==> config.mk <==
export PLATFORM = sky130hd
export DESIGN_NAME = weighted_choose_n_flat
export DESIGN_NICKNAME = d
export VERILOG_FILES = /design/src/rtl/weighted_choose_n_if.sv /design/src/rtl/weighted_choose_n.sv /design/src/flat_wrapper.sv
export SDC_FILE = /design/constraint.sdc
export NUM_CORES = 1
export LEC_CHECK = 0
export CORE_ASPECT_RATIO = 1.4
export CORE_UTILIZATION = 40
export CTS_CLUSTER_DIAMETER = 100
export DETAILED_ROUTE_END_ITERATION = 12
export GPL_ROUTABILITY_DRIVEN = 0
export PLACE_DENSITY = 0.64
export RECOVER_POWER = 100
export SKIP_LAST_GASP = 1
export SLEW_MARGIN = 20
export SYNTH_ARGS = -nofsm -noshare
export SYNTH_HDL_FRONTEND = slang
export SYNTH_SLANG_ARGS = --single-unit
==> constraint.sdc <==
create_clock -name in_clock -period 13.4 [get_ports in_clock]
set_input_delay 1.34 -clock in_clock [delete_from_list [all_inputs] [get_ports in_clock]]
set_output_delay 1.34 -clock in_clock [all_outputs]
set_load 0.02 [all_outputs]
==> src/rtl/weighted_choose_n_if.sv <==
`timescale 1ns/1ps
`default_nettype none
//----------------------------------------------------------------------
// weighted_choose_n_if - request/result bundle for weighted_choose_n, rev 1.0
//----------------------------------------------------------------------
interface weighted_choose_n_if #(
  parameter int WIDTH   = 16,
  parameter int N_ITEMS = 8
);
  localparam int IDX_W = (N_ITEMS > 1) ? $clog2(N_ITEMS) : 1;

  logic [31:0]              in_seed;
  logic                     in_start;
  logic [N_ITEMS*WIDTH-1:0] in_weights;
  logic                     out_busy;
  logic                     out_valid;
  logic [IDX_W-1:0]         out_segment_number;
  logic                     out_error;

  modport master (
    output in_seed, in_start, in_weights,
    input  out_busy, out_valid, out_segment_number, out_error
  );

  modport slave (
    input  in_seed, in_start, in_weights,
    output out_busy, out_valid, out_segment_number, out_error
  );
endinterface
`default_nettype wire

==> src/rtl/weighted_choose_n.sv <==
`timescale 1ns/1ps
`default_nettype none
//----------------------------------------------------------------------
// weighted_choose_n - LFSR-driven weighted random item selector, rev 1.0
//----------------------------------------------------------------------
module weighted_choose_n #(
  parameter int WIDTH   = 16,
  parameter int N_ITEMS = 8
) (
  input  logic              in_clock,
  input  logic              in_reset,
  weighted_choose_n_if.slave bus
);
  localparam int IDX_W = (N_ITEMS > 1) ? $clog2(N_ITEMS) : 1;
  localparam int SUM_W = WIDTH + $clog2(N_ITEMS) + 1;
  localparam logic [IDX_W-1:0] LAST_IDX  = IDX_W'(N_ITEMS - 1);
  localparam logic [31:0]      LFSR_TAPS = 32'h8020_0003;

  typedef enum logic [2:0] {
    ST_IDLE = 3'd0,
    ST_SUM  = 3'd1,
    ST_DRAW = 3'd2,
    ST_SCAN = 3'd3,
    ST_DONE = 3'd4
  } state_t;

  state_t           state;
  state_t           state_nxt;
  logic [WIDTH-1:0] bank [N_ITEMS];
  logic [SUM_W-1:0] acc;
  logic [SUM_W-1:0] mask;
  logic [SUM_W-1:0] residual;
  logic [IDX_W-1:0] idx;
  logic [31:0]      lfsr;
  logic [IDX_W-1:0] seg;
  logic             err;

  logic [SUM_W-1:0] weight_ext;
  logic [SUM_W-1:0] sum_next;
  logic [SUM_W-1:0] cand;
  logic [31:0]      lfsr_next;
  logic             draw_hit;
  logic             scan_hit;

  // Smear every set bit downward: yields the smallest 2^k-1 covering x.
  function automatic logic [SUM_W-1:0] smear(input logic [SUM_W-1:0] x);
    logic [SUM_W-1:0] r;
    r = x;
    for (int i = 0; i < SUM_W; i++) begin
      r = r | (r >> 1);
    end
    return r;
  endfunction

  always_comb begin
    weight_ext = SUM_W'(bank[idx]);
    sum_next   = acc + weight_ext;
    cand       = lfsr[SUM_W-1:0] & mask;
    lfsr_next  = {1'b0, lfsr[31:1]} ^ (lfsr[0] ? LFSR_TAPS : 32'h0);
    draw_hit   = (cand < acc);
    scan_hit   = (residual < weight_ext) || (idx == LAST_IDX);
  end

  always_ff @(posedge in_clock) begin
    if (in_reset) begin
      state <= ST_IDLE;
    end else begin
      state <= state_nxt;
    end
  end

  always_comb begin
    state_nxt = state;
    unique case (state)
      ST_IDLE: if (bus.in_start) state_nxt = ST_SUM;
      ST_SUM:  if (idx == LAST_IDX) state_nxt = (sum_next == '0) ? ST_DONE : ST_DRAW;
      ST_DRAW: if (draw_hit) state_nxt = ST_SCAN;
      ST_SCAN: if (scan_hit) state_nxt = ST_DONE;
      ST_DONE: state_nxt = ST_IDLE;
      default: state_nxt = ST_IDLE;
    endcase
  end

  always_ff @(posedge in_clock) begin
    if (in_reset) begin
      for (int i = 0; i < N_ITEMS; i++) begin
        bank[i] <= '0;
      end
      acc      <= '0;
      mask     <= '0;
      residual <= '0;
      idx      <= '0;
      seg      <= '0;
      err      <= 1'b0;
      lfsr     <= (bus.in_seed == 32'h0) ? 32'h1 : bus.in_seed;
    end else begin
      unique case (state)
        ST_IDLE: begin
          if (bus.in_start) begin
            for (int i = 0; i < N_ITEMS; i++) begin
              bank[i] <= bus.in_weights[i*WIDTH +: WIDTH];
            end
            acc <= '0;
            idx <= '0;
          end
        end
        ST_SUM: begin
          acc  <= sum_next;
          mask <= smear(sum_next - SUM_W'(1));
          idx  <= idx + IDX_W'(1);
          if (idx == LAST_IDX && sum_next == '0) begin
            seg <= '0;
            err <= 1'b1;
          end
        end
        ST_DRAW: begin
          // The generator advances on every attempt, accepted or rejected.
          lfsr <= lfsr_next;
          if (draw_hit) begin
            residual <= cand;
            idx      <= '0;
          end
        end
        ST_SCAN: begin
          if (scan_hit) begin
            seg <= idx;
            err <= 1'b0;
          end else begin
            residual <= residual - weight_ext;
            idx      <= idx + IDX_W'(1);
          end
        end
        default: ;
      endcase
    end
  end

  assign bus.out_busy           = (state != ST_IDLE);
  assign bus.out_valid          = (state == ST_DONE);
  assign bus.out_segment_number = seg;
  assign bus.out_error          = err;
endmodule
`default_nettype wire

==> src/flat_wrapper.sv <==
// flat-port wrapper written by rule: the top's interface ports become plain ports
module weighted_choose_n_flat 
#(
  parameter int WIDTH   = 16,
  parameter int N_ITEMS = 8
)
  (in_clock, in_reset, bus_in_seed, bus_in_start, bus_in_weights, bus_out_busy, bus_out_valid, bus_out_segment_number, bus_out_error);
  weighted_choose_n_if #(.WIDTH(WIDTH), .N_ITEMS(N_ITEMS)) bus_i ();
  input  logic in_clock;
  input  logic in_reset;
  input wire logic [$bits(bus_i.in_seed)-1:0] bus_in_seed;
  input wire logic [$bits(bus_i.in_start)-1:0] bus_in_start;
  input wire logic [$bits(bus_i.in_weights)-1:0] bus_in_weights;
  output wire logic [$bits(bus_i.out_busy)-1:0] bus_out_busy;
  output wire logic [$bits(bus_i.out_valid)-1:0] bus_out_valid;
  output wire logic [$bits(bus_i.out_segment_number)-1:0] bus_out_segment_number;
  output wire logic [$bits(bus_i.out_error)-1:0] bus_out_error;
  assign bus_i.in_seed = bus_in_seed;
  assign bus_i.in_start = bus_in_start;
  assign bus_i.in_weights = bus_in_weights;
  assign bus_out_busy = bus_i.out_busy;
  assign bus_out_valid = bus_i.out_valid;
  assign bus_out_segment_number = bus_i.out_segment_number;
  assign bus_out_error = bus_i.out_error;
  weighted_choose_n #(.WIDTH(WIDTH), .N_ITEMS(N_ITEMS)) u_core (.in_clock(in_clock), .in_reset(in_reset), .bus(bus_i));
endmodule
==> Word-level counts from Yosys, hierarchy flattened <==
Memories as Yosys holds them, arrays and structs flattened. A register that Yosys moved wholly into a read port is not among the register bits.
Index checks and enable logic that the tools add are counted.
{ "totals": {"latchBits": 0, "mem_bits_ro": 0, "out_inout_bits": 6, "ff_bits": 102, "word_cells": 113, "memories": 1, "mem_bits_rw": 128, "inputBits": 163} }
{ "op_classes": {"bitwise": 30, "n_shift": 0, "div_mod_pow": 0, "eq_ne": 11, "n_lt_le_gt_ge": 2, "mux": 41, "n_mul": 0, "addsub": 4, "n_reduce_logical": 16} }
{ "mem_list": {"columns": ["name", "depth", "width", "read_ports", "rd_clocked_by_memory_dff", "wr", "line_no", "rtl"], "rows": [
  ["u_core.bank", 8, 16, 1, 1, 8, "weighted_choose_n.sv:29", "logic [WIDTH-1:0] bank [N_ITEMS];"]
]} }
{ "ops": {"columns": ["operator", "count"], "rows": [
  ["$or A20 B19 Y20", 20],
  ["$mux W16", 8],
  ["$mux W32", 4],
  ["$pmux W20 S2", 2],
  ["$mux W20", 3],
  ["$mux W3", 12],
  ["$logic_not A32 Y1", 1],
  ["$xor A31 B32 Y32", 1],
  ["$pmux W3 S4", 2],
  ["$add A20 B16 Y20", 1],
  ["$and A20 B20 Y20", 1],
  ["$logic_not A20 Y1", 1],
  ["$lt A20 B16 Y1", 1],
  ["$lt A20 B20 Y1", 1],
  ["$sub A20 B1 Y20 const B", 1],
  ["$sub A20 B16 Y20", 1],
  ["$mux W1", 8],
  ["$ne A2 B1 Y1 const B", 4],
  ["$or A1 B1 Y1", 8],
  ["$reduce_and A4 Y1", 2],
  ["$reduce_bool A2 Y1", 4],
  ["$eq A3 B2 Y1 const B", 2],
  ["$eq A3 B3 Y1 const B", 2],
  ["$pmux W3 S2", 1],
  ["11 further kinds", 13]
]} }

==> Depth between registers and ports, before layout <==
Gate-level depths: netlist of the first run.
{ "depth": {"ltp_word": 22, "ltp_mapped": 19, "depth_no_buf": 16} }

==> Worst setup path after synthesis of the first run <==
No wires, ideal clock.
{ "synth_path": {"path_kind": "input to register", "from": "input in_reset", "to": "memory u_core.bank[0][0], enable pin", "path_buffers": 3, "t_required_ns": 12.891, "t_arrival_ns": 5.213, "setup_slack_ns": 7.678, "stages": 4, "setup_ns": 0.509, "cell_sequence": "clkbuf_1 -> clkbuf_1 -> clkbuf_1 -> nand2b_1"} }
{ "synth_lines": {"columns": ["item", "line_no", "rtl"], "rows": [
  ["from (decl)", "flat_wrapper.sv:10", "input logic in_reset;"],
  ["to (decl)", "weighted_choose_n.sv:29", null]
]} }

==> metrics.cfg, run 1 <==
[yosys]
synthCells=1276
async_flop_share_pct=0
synth_ff_type=edfxtp_1
yosys.area_share.simple_pct=19.9
synth_top_family_by_area=simple AND/OR/NAND/NOR gates
synth_xor_area_share_pct=2.44
yosysSeqAreaShare_pct=46.2
synth.distinct_cells=93
synthMuxAreaShare_pct=9.72
syn_area_per_cell_um2=10.6
synth_edf_count=160
ys.warnings.count=0
synth_compound_area_share_pct=12.7
synth_fa_ha_area_share_pct=5.46
ys_seq_elements=233
mappedNetlistNets=1497
syn_area_mm2=0.0136

[sta]
rsz0062_at_grt=false
skew_ns=0.0295
slew_violations=467
tightest_slew_ns=4.64
slew_headroom_pct=-210
finalCriticalPeriod_ns=8.24
holdWs_ns=0.479
hold_viol_final=0
period_share_pct=61.5
finalSetupTns_ns=0
finalSetupViolations=0
timing.fmax_mhz=121
fin_ws_ns=5.16

[global_routing]
grt.total_usage_pct=20.4
gr-total-overflow=0
grt_start_max_net_pins=97
grt_first_pass_wirelength_mm=54.6
grt_pass1_vias=10400
antenna_found_initial=0

[placed_design]
pre_cts_slack_ns=7.64
dp_hpwl_mm=26.2
dp.cells=1828
port_buffers=168

[min_path]
hold_class=reg -> reg

[clock_network]
post-cts-setup-buffers=0
cts.repair.resized=0
h-tree-depth=1
worstSkewPairLatency_ns=0.54
clk_pin_slew_worst_paths_ns=0.06
cts_tree=done
clock_sinks=233
cts_max_path_buffers=3
clock-root-buffer=clkbuf_16
cts_made_buffers=23
hold_buffers=0

[setup_path]
critPathKind=in -> reg
critPathLaunchType=primary input
path_cells=clkbuf_1, nand2b_1, clkbuf_1
critPathMostFrequentCell=clkbuf_1
critPathBufInv=2
reg2reg_to=u_core.mask[14]
cp_slowest_cell=clkbuf_1
cp_data_arrival_time_ns=8.24
critPathTopFamily=buffers and inverters
cpPeakStageDelay_ns=3.33
cp.required_ns=13.40
path_depth=3
r2r_slack_ns=5.20
endpoint=u_core.bank[5][5]
ff2ff_path_depth=16
critPathMaxFanout=91
end_kind=flip-flop
crit_start=in_reset

[layout]
final_cell_mix=clkdlybuf4s50_1 (161), edfxtp_1 (160), nor2_1 (129)
nNetsFinal=1629
final_common_cell=clkdlybuf4s50_1
drive_gt1_share_pct=10.1
fin_cells=1869
syn_to_final_growth_pct=20.6
diodes=0

[routing]
wirelength_mm=34.8
vias=10200
viasPerCell=5.45
route.detailed.drc=0
wl_per_cell_um=18.6
drtAntennaViolNets=0
first_iter_violations=516
drt_first_pass_iters=5

[die]
die_h_um=220
die_area_mm2=0.0347
die_x_um=158
num_rows=79
io_pins=169
fp.coreArea_mm2=0.0333
start_util_pct=40.8

[power_and_ir_drop]
power_frac_clock_pct=35.9
comb_power_share_pct=20.7
p_leak_nw=5.96
p_int_w=0.00142
finalPower_w=0.00195
p_sw_w=0.000531
seq_power_share_pct=43.4
switching_share_pct=27.2
p_per_area_mw_per_mm2=119
ir_drop_mv=0.0804

[outcome]
violations=capacitance limit, slew limit
outcome=finished with violations

[job]
cap_violations=8

## Yosys cell counts, types with 6 or more instances
master	number	area share, %
a211oi_1	24	1.3
a21o_1	14	0.77
a21oi_1	58	2.1
a22oi_1	20	1.1
a31oi_1	10	0.46
and2_1	127	5.9
buf_1	6	0.17
buf_2	10	0.37
clkbuf_1	54	1.5
dfxtp_1	73	11
edfxtp_1	160	35
ha_1	56	5.2
inv_1	54	1.5
mux2_2	31	2.6
mux2i_1	25	1.8
mux4_2	32	5.3
nand2_1	34	0.94
nand2b_1	11	0.51
nand3_1	23	0.85
nand4_1	9	0.41
nor2_1	131	3.6
nor2b_1	45	2.1
nor3_1	31	1.1
nor3b_1	6	0.33
nor4_1	24	1.1
o211ai_1	8	0.44
o21a_1	7	0.39
o21ai_0	36	1.3
o21bai_1	8	0.44
or2_2	9	0.41
or3_1	6	0.28
xnor2_1	26	1.7
xor2_1	10	0.65
## power by group through the flow
stage / registers [W] / logic, W / clock network (W)
final: 0.000846 / 0.000404 / 0.000699
after global routing: 0.000851 / 0.000442 / 0.000743
after CTS: 0.000844 / 0.000407 / 0.000714
after detailed placement: 0.000860 / 0.000405 / 0
after global placement: 0.000858 / 0.000402 / 0
after floorplan: 0.000850 / 0.000276 / 0
## state kept, by name (all words and copies together), names as in the netlist, named ones only
name,count
u_core.bus.out_segment_number,3
u_core.idx,3
u_core.lfsr,32
u_core.state,3
u_core.bus.out_error,1
u_core.bank,128
u_core.acc,20
u_core.residual,20
u_core.mask,20
## per-layer routing
layer	global-route usage (%)	wire (um)
met5	0	0
met4	9.55	1510
met3	2.67	1490
met2	37.2	18100
met1	23.3	13600
## through the flow
step	util, %	area (um^2)
after floorplan	-	13600
after global placement	46.9	15600
after detailed placement	46.9	15600
after CTS	49.4	16400
after global routing	49.1	16400
final	49.1	16400
## how the worst min path moves through the flow
stage | endpoint | start | cells past startpoint | slack (ns)
2_1_floorplan | u_core.mask[19] | u_core.mask[19] | 2 | 0.45
3_3_place_gp | u_core.mask[19] | u_core.mask[19] | 2 | 0.47
3_5_place_dp | u_core.mask[18] | u_core.mask[18] | 2 | 0.48
4_1_cts | u_core.mask[18] | u_core.mask[18] | 2 | 0.49
5_1_grt | u_core.mask[10] | u_core.mask[10] | 2 | 0.51
6_report | u_core.bus.out_segment_number[0] | u_core.bus.out_segment_number[0] | 2 | 0.48
## cell type report
type                            instances  area [um^2]
Inverter                               55          206
Sequential cell                       233         6270
Timing Repair Buffer                  179         1740
Multi-Input combinational cell        916         6790
Clock inverter                         14          209
Clock buffer                           27          601
Tap cell                              445          557
Fill cell                            3081        16900
## cell families (layout without fill, tap and decap cells)
logic type | after synthesis | in the layout
adder cells (fa/ha/maj) | 58 | 58
AO/OA/AOI/OAI | 245 | 245
flip-flops | 233 | 233
multiplexers | 88 | 88
buffers and inverters | 127 | 275
XOR/XNOR | 37 | 37
AND/OR/NAND/NOR | 488 | 488
## worst min-delay path: cells and delay by family (launching register included)
family | cells | cell delay [ns]
buffers and inverters | 1 | 0.05
AO/OA/AOI/OAI | 1 | 0.07
flip-flops | 1 | 0.31
(Power assumes the default switching activity.)
==> inputs of run 2 (changes only) <==
- PLACE_DENSITY: 0.64 -> 0.66
- clock period: 13.4 -> 7.2 ns (I/O delays scaled with it)
==> run 2 against run 1 <==
The run still ends with capacitance limit, slew limit left. Final cell count increased by 0.11%. Critical endpoint is now u_core.mask[3]. Wire length decreased by 1.8%. Non-clock buffer count increased by 1. Design area increased by 0.38%. Combinational power increased by 86%. Clock power increased by 90%. Sequential share of layout area decreased by 0.14 points. Clock skew increased by 0.019 ns. First-iteration DRC count increased by 13%.
==> metrics.cfg, run 2 (synthesized netlist as in run 1, its figures left out) <==
[outcome]
outcome=finished with violations
violations=capacitance limit, slew limit

[placed_design]
placed_area_mm2=0.0156  ; about the same
pre_cts_slack_ns=1.45  ; -6.20 ns
port_buffers=168  ; unchanged
dp_hpwl_mm=25.5  ; -2.3%

[sta]
holdWs_ns=0.471  ; -0.00794 ns
fin_ws_ns=0.989  ; -4.17 ns
slew_headroom_pct=-164  ; +45 points
finalSetupViolations=0  ; unchanged
period_share_pct=86.3
rsz0062_at_grt=false
tightest_slew_ns=3.96  ; -0.682 ns
finalSetupTns_ns=0  ; unchanged
timing.fmax_mhz=161
skew_ns=0.0485  ; +0.0190 ns
hold_viol_final=0  ; unchanged
slew_violations=344  ; -26%
finalCriticalPeriod_ns=6.21

[die]
fp.coreArea_mm2=0.0333  ; unchanged
num_rows=79  ; unchanged
io_pins=169  ; unchanged
start_util_pct=40.8  ; unchanged
die_area_mm2=0.0347  ; unchanged
die_h_um=220  ; unchanged
die_x_um=158  ; unchanged

[layout]
final_cell_mix=clkdlybuf4s50_1 (161), edfxtp_1 (160), nor2_1 (129)
drive_gt1_share_pct=10.5  ; +0.41 points
largest_register_ff_count=128  ; unchanged
nNetsFinal=1631  ; +0.12%
syn_to_final_growth_pct=21.0
top_regs=u_core.bank: 128 flops, u_core.lfsr: 32 flops
regMostFlops=u_core.bank
post-route-util_pct=49.3  ; +0.19 points
final_common_cell=clkdlybuf4s50_1
diodes=0  ; unchanged
final_area_mm2=0.0164  ; +0.38%

[global_routing]
grt_pass1_vias=10300  ; -1.2%
grt_start_max_net_pins=97  ; unchanged
gr-total-overflow=0  ; unchanged
grt_first_pass_wirelength_mm=53.8  ; -1.5%
grt.total_usage_pct=20.0  ; -0.39 points
antenna_found_initial=0  ; unchanged

[clock_network]
worstSkewPairLatency_ns=0.56  ; +0.02 ns
clock-root-buffer=clkbuf_16
cts_tree=done
clk_pin_slew_worst_paths_ns=0.08  ; +0.02 ns
cts_made_buffers=24  ; +4.3%
cts_max_path_buffers=3  ; unchanged
h-tree-depth=1  ; unchanged
cts.repair.resized=0  ; unchanged
post-cts-setup-buffers=0  ; unchanged
clock_sinks=233  ; unchanged
hold_buffers=0  ; unchanged

[setup_path]
endpoint=u_core.mask[3]
r2r_slack_ns=0.99  ; -4.21 ns
ff2ff_path_depth=16  ; unchanged
reg2reg_to=u_core.mask[3]
critPathLaunchType=flip-flop
end_kind=flip-flop
critPathKind=reg -> reg
critPathMaxFanout=21  ; -77%
cp.required_ns=7.45  ; -5.95 ns
cp_data_arrival_time_ns=6.46  ; -1.78 ns

[routing]
first_iter_violations=585  ; +13%
viasPerCell=5.44  ; -0.28%
drtAntennaViolNets=0  ; unchanged
wl_per_cell_um=18.3  ; -1.9%
route.detailed.drc=0  ; unchanged
wirelength_mm=34.2  ; -1.8%
drt_first_pass_iters=5  ; unchanged
vias=10200  ; -0.18%

[job]
cap_violations=5  ; -3

[power_and_ir_drop]
p_per_area_mw_per_mm2=223  ; +87%
ir_drop_mv=0.179  ; +120%
p_leak_nw=6.00  ; +0.71%

[min_path]
hold_class=reg -> reg

-- run 2: cell types whose count changed in the layout (fill, tap and decap cells not counted), moves of 2 or more --
cell | before | now
clkinv_1 | 2 | 4
buf_4 | 6 | 10
clkbuf_1 | 9 | 6
nor3_1 | 33 | 31
clkinv_4 | 0 | 2
-- run 2: worst min path at each step --
stage / from / cells past startpoint / to / slack, ns
floorplan: u_core.mask[19] / 2 / u_core.mask[19] / 0.45
global placement: u_core.bus.out_segment_number[0] / 2 / u_core.bus.out_segment_number[0] / 0.47
detailed placement: u_core.bus.out_segment_number[0] / 2 / u_core.bus.out_segment_number[0] / 0.47
CTS: u_core.bus.out_segment_number[0] / 2 / u_core.bus.out_segment_number[0] / 0.48
global route: u_core.bus.out_segment_number[0] / 2 / u_core.bus.out_segment_number[0] / 0.48
finish: u_core.bus.out_segment_number[0] / 2 / u_core.bus.out_segment_number[0] / 0.47
-- run 2: metal layers --
layer | up-vias | part of all wire (%) | track usage [%]
met4 | 0 | 4.8 | 10.2
met2 | 288 | 51 | 36.2
met5 | - | 0 | 0
li1 | 4971 | - | -
met3 | 80 | 4.2 | 2.50
met1 | 4834 | 40 | 22.9
-- run 2: worst max-delay path, stage by stage, from the launching register on --
cell and delay, ns:
dfxtp_2 0.84, buf_4 0.38, mux4_2 0.54, mux2i_1 0.26, inv_1 0.08, ha_1 0.49, nand3_1 0.23, nor4b_4 0.33
nor4_1 0.19, o41ai_1 0.80, xnor2_1 0.30, and4bb_1 0.35, nand3_1 0.11, xnor2_1 0.39, nand4_2 0.20, nor4_1 0.30
nor3_1 0.09
-- run 2: cell type report --
cell class	count	area, um^2
fillers	3003	16900
well taps	445	557
inverters	55	206
clock inverters	15	224
flip-flops and latches	233	6270
multi-input cells	916	6810
clock buffers	27	612
repair buffers	180	1760
-- run 2: power breakdown --
group	leakage, nW	total, W	internal (W)	switching, W
sequential	2.28	0.00157	0.00153	0.0000412
combinational	3.32	0.000752	0.000327	0.000425
clock	0.399	0.00133	0.000795	0.000540
total	6.00	0.00366	0.00265	0.00101
-- run 2: stage by stage --
step | total power (W) | cells
2_1_floorplan | 0.00209 | 1276
3_3_place_gp | 0.00234 | 1829
3_5_place_dp | 0.00235 | 1829
4_1_cts | 0.00369 | 1871
5_1_grt | 0.00382 | 1871
6_report | 0.00366 | 1871
==> inputs of run 3 (changes only) <==
- CTS_CLUSTER_SIZE: default -> 8
==> run 3 against run 2 <==
Wire length rose by 0.86%. Final cell count increased by 1.1%. Sequential power is essentially flat. Core utilization up 0.55 points. The run still ends with capacitance limit, slew limit left. Sequential share of layout area decreased by 0.42 points. Design area grew 1.1%. Critical path depth shrank 13. Clock-buffer cell count grew 32. Critical path type is now in -> reg. Clock power increased by 14%. Combinational power hardly changed.
==> metrics.cfg, run 3 (synthesized netlist as in run 1, its figures left out) <==
[sta]
skew_ns=0.0254  ; -0.0231 ns
slew_headroom_pct=-166  ; -2.3 points
period_share_pct=85.9  ; -0.39 points
finalSetupTns_ns=0  ; unchanged
finalSetupViolations=0  ; unchanged
finalCriticalPeriod_ns=6.18  ; -0.0278 ns
timing.fmax_mhz=162  ; +0.45%
hold_viol_final=0  ; unchanged
tightest_slew_ns=4.00  ; +0.0351 ns
slew_violations=344  ; unchanged
rsz0062_at_grt=false

[setup_path]
critPathLaunchType=primary input
cp_data_arrival_time_ns=6.42  ; -0.04 ns
end_kind=flip-flop
critPathMaxFanout=82  ; +290%
critPathKind=in -> reg
cp.required_ns=7.44  ; about the same
r2r_slack_ns=1.08  ; +0.09 ns

[die]
die_h_um=220  ; unchanged
start_util_pct=40.8  ; unchanged
io_pins=169  ; unchanged
num_rows=79  ; unchanged
die_area_mm2=0.0347  ; unchanged
die_x_um=158  ; unchanged
fp.coreArea_mm2=0.0333  ; unchanged

[global_routing]
antenna_found_initial=0  ; unchanged
grt_first_pass_wirelength_mm=54.2  ; +0.85%
gr-total-overflow=0  ; unchanged
grt.total_usage_pct=20.3  ; +0.26 points
grt_pass1_vias=10500  ; +1.6%
grt_start_max_net_pins=97  ; unchanged

[layout]
largest_register_ff_count=128  ; unchanged
diodes=0  ; unchanged
final_cell_mix=clkdlybuf4s50_1 (161), edfxtp_1 (160), nor2_1 (129)
top_regs=u_core.bank: 128 flops, u_core.lfsr: 32 flops
nNetsFinal=1642  ; +0.67%
syn_to_final_growth_pct=22.4
final_common_cell=clkdlybuf4s50_1
drive_gt1_share_pct=10.5  ; about the same
regMostFlops=u_core.bank

[routing]
route.detailed.drc=0  ; unchanged
viasPerCell=5.42  ; -0.30%
first_iter_violations=542  ; -7.4%
drt_first_pass_iters=4  ; -1
wl_per_cell_um=18.2  ; -0.20%
vias=10300  ; +0.77%
drtAntennaViolNets=0  ; unchanged
wirelength_mm=34.5  ; +0.86%

[power_and_ir_drop]
finalPower_w=0.00385  ; +5.1%
p_per_area_mw_per_mm2=231  ; +3.9%
p_sw_w=0.00105  ; +4.5%
switching_share_pct=27.3  ; -0.13 points
power_frac_clock_pct=39.4  ; +2.9 points
p_int_w=0.00279  ; +5.2%
p_leak_nw=6.09  ; +1.5%
comb_power_share_pct=19.5  ; -1.0 points
seq_power_share_pct=41.0  ; -2.0 points
ir_drop_mv=0.185  ; +3.5%

[clock_network]
clock_sinks=233  ; unchanged
cts_tree=done
clk_pin_slew_worst_paths_ns=0.05  ; -0.03 ns
cts_made_buffers=35  ; +46%
cts.repair.resized=0  ; unchanged
hold_buffers=0  ; unchanged
cts_max_path_buffers=3  ; unchanged
h-tree-depth=2  ; +1
worstSkewPairLatency_ns=0.52  ; -0.04 ns
clock-root-buffer=clkbuf_16
post-cts-setup-buffers=0  ; unchanged

[placed_design]
port_buffers=168  ; unchanged
dp_hpwl_mm=25.5  ; unchanged

[job]
cap_violations=5  ; unchanged

[outcome]
violations=capacitance limit, slew limit
outcome=finished with violations

[min_path]
hold_class=reg -> reg

-- run 3: final timing paths --
check | from | endpoint | depth (start not counted)
min | u_core.bus.out_segment_number[0] | u_core.bus.out_segment_number[0] | 2
max reg2reg | flip-flop | u_core.mask[7] | 16
max | in_reset | u_core.lfsr[8] | 3
min reg2reg | u_core.bus.out_segment_number[0] | u_core.bus.out_segment_number[0] | 2
-- run 3: stage by stage --
stage / utilization, % / setup slack, ns / area [um^2] / hold WS [ns] / std cells
2_1_floorplan: - / 1.98 / 13600 / 0.446 / 1276
3_3_place_gp: 47.0 / 1.54 / 15600 / 0.467 / 1829
3_5_place_dp: 47.0 / 1.45 / 15600 / 0.468 / 1829
4_1_cts: 50.0 / 1.40 / 16700 / 0.476 / 1891
5_1_grt: 49.9 / 0.513 / 16600 / 0.481 / 1891
6_report: 49.9 / 1.02 / 16600 / 0.467 / 1891
-- run 3: metal layers --
layer | vias up | global-route usage, % | wire length, um
met5 | - | 0 | 0
met4 | 0 | 12.0 | 1870
met3 | 86 | 2.50 | 1450
met2 | 306 | 36.1 | 17400
met1 | 4845 | 23.1 | 13700
li1 | 5014 | - | -
-- run 3: layout make-up --
cell class              count  area (um^2)
clock buffers              59          987
clock inverters             3         33.8
fillers                  3000        16700
inverters                  55          206
multi-input cells         916         6800
flip-flops and latches    233         6270
well taps                 445          557
repair buffers            180         1760
-- run 3: worst max-delay path: stages --
cell and delay (ns):
clkbuf_1 2.15, clkbuf_1 2.96, mux2_2 0.52
-- run 3: power by group through the flow --
stage	Sequential [W]	Clock, W	Combinational [W]
6_report	0.00158	0.00152	0.000752
5_1_grt	0.00159	0.00160	0.000820
4_1_cts	0.00158	0.00155	0.000748
3_5_place_dp	0.00160	0	0.000744
3_3_place_gp	0.00160	0	0.000740
2_1_floorplan	0.00158	0	0.000513
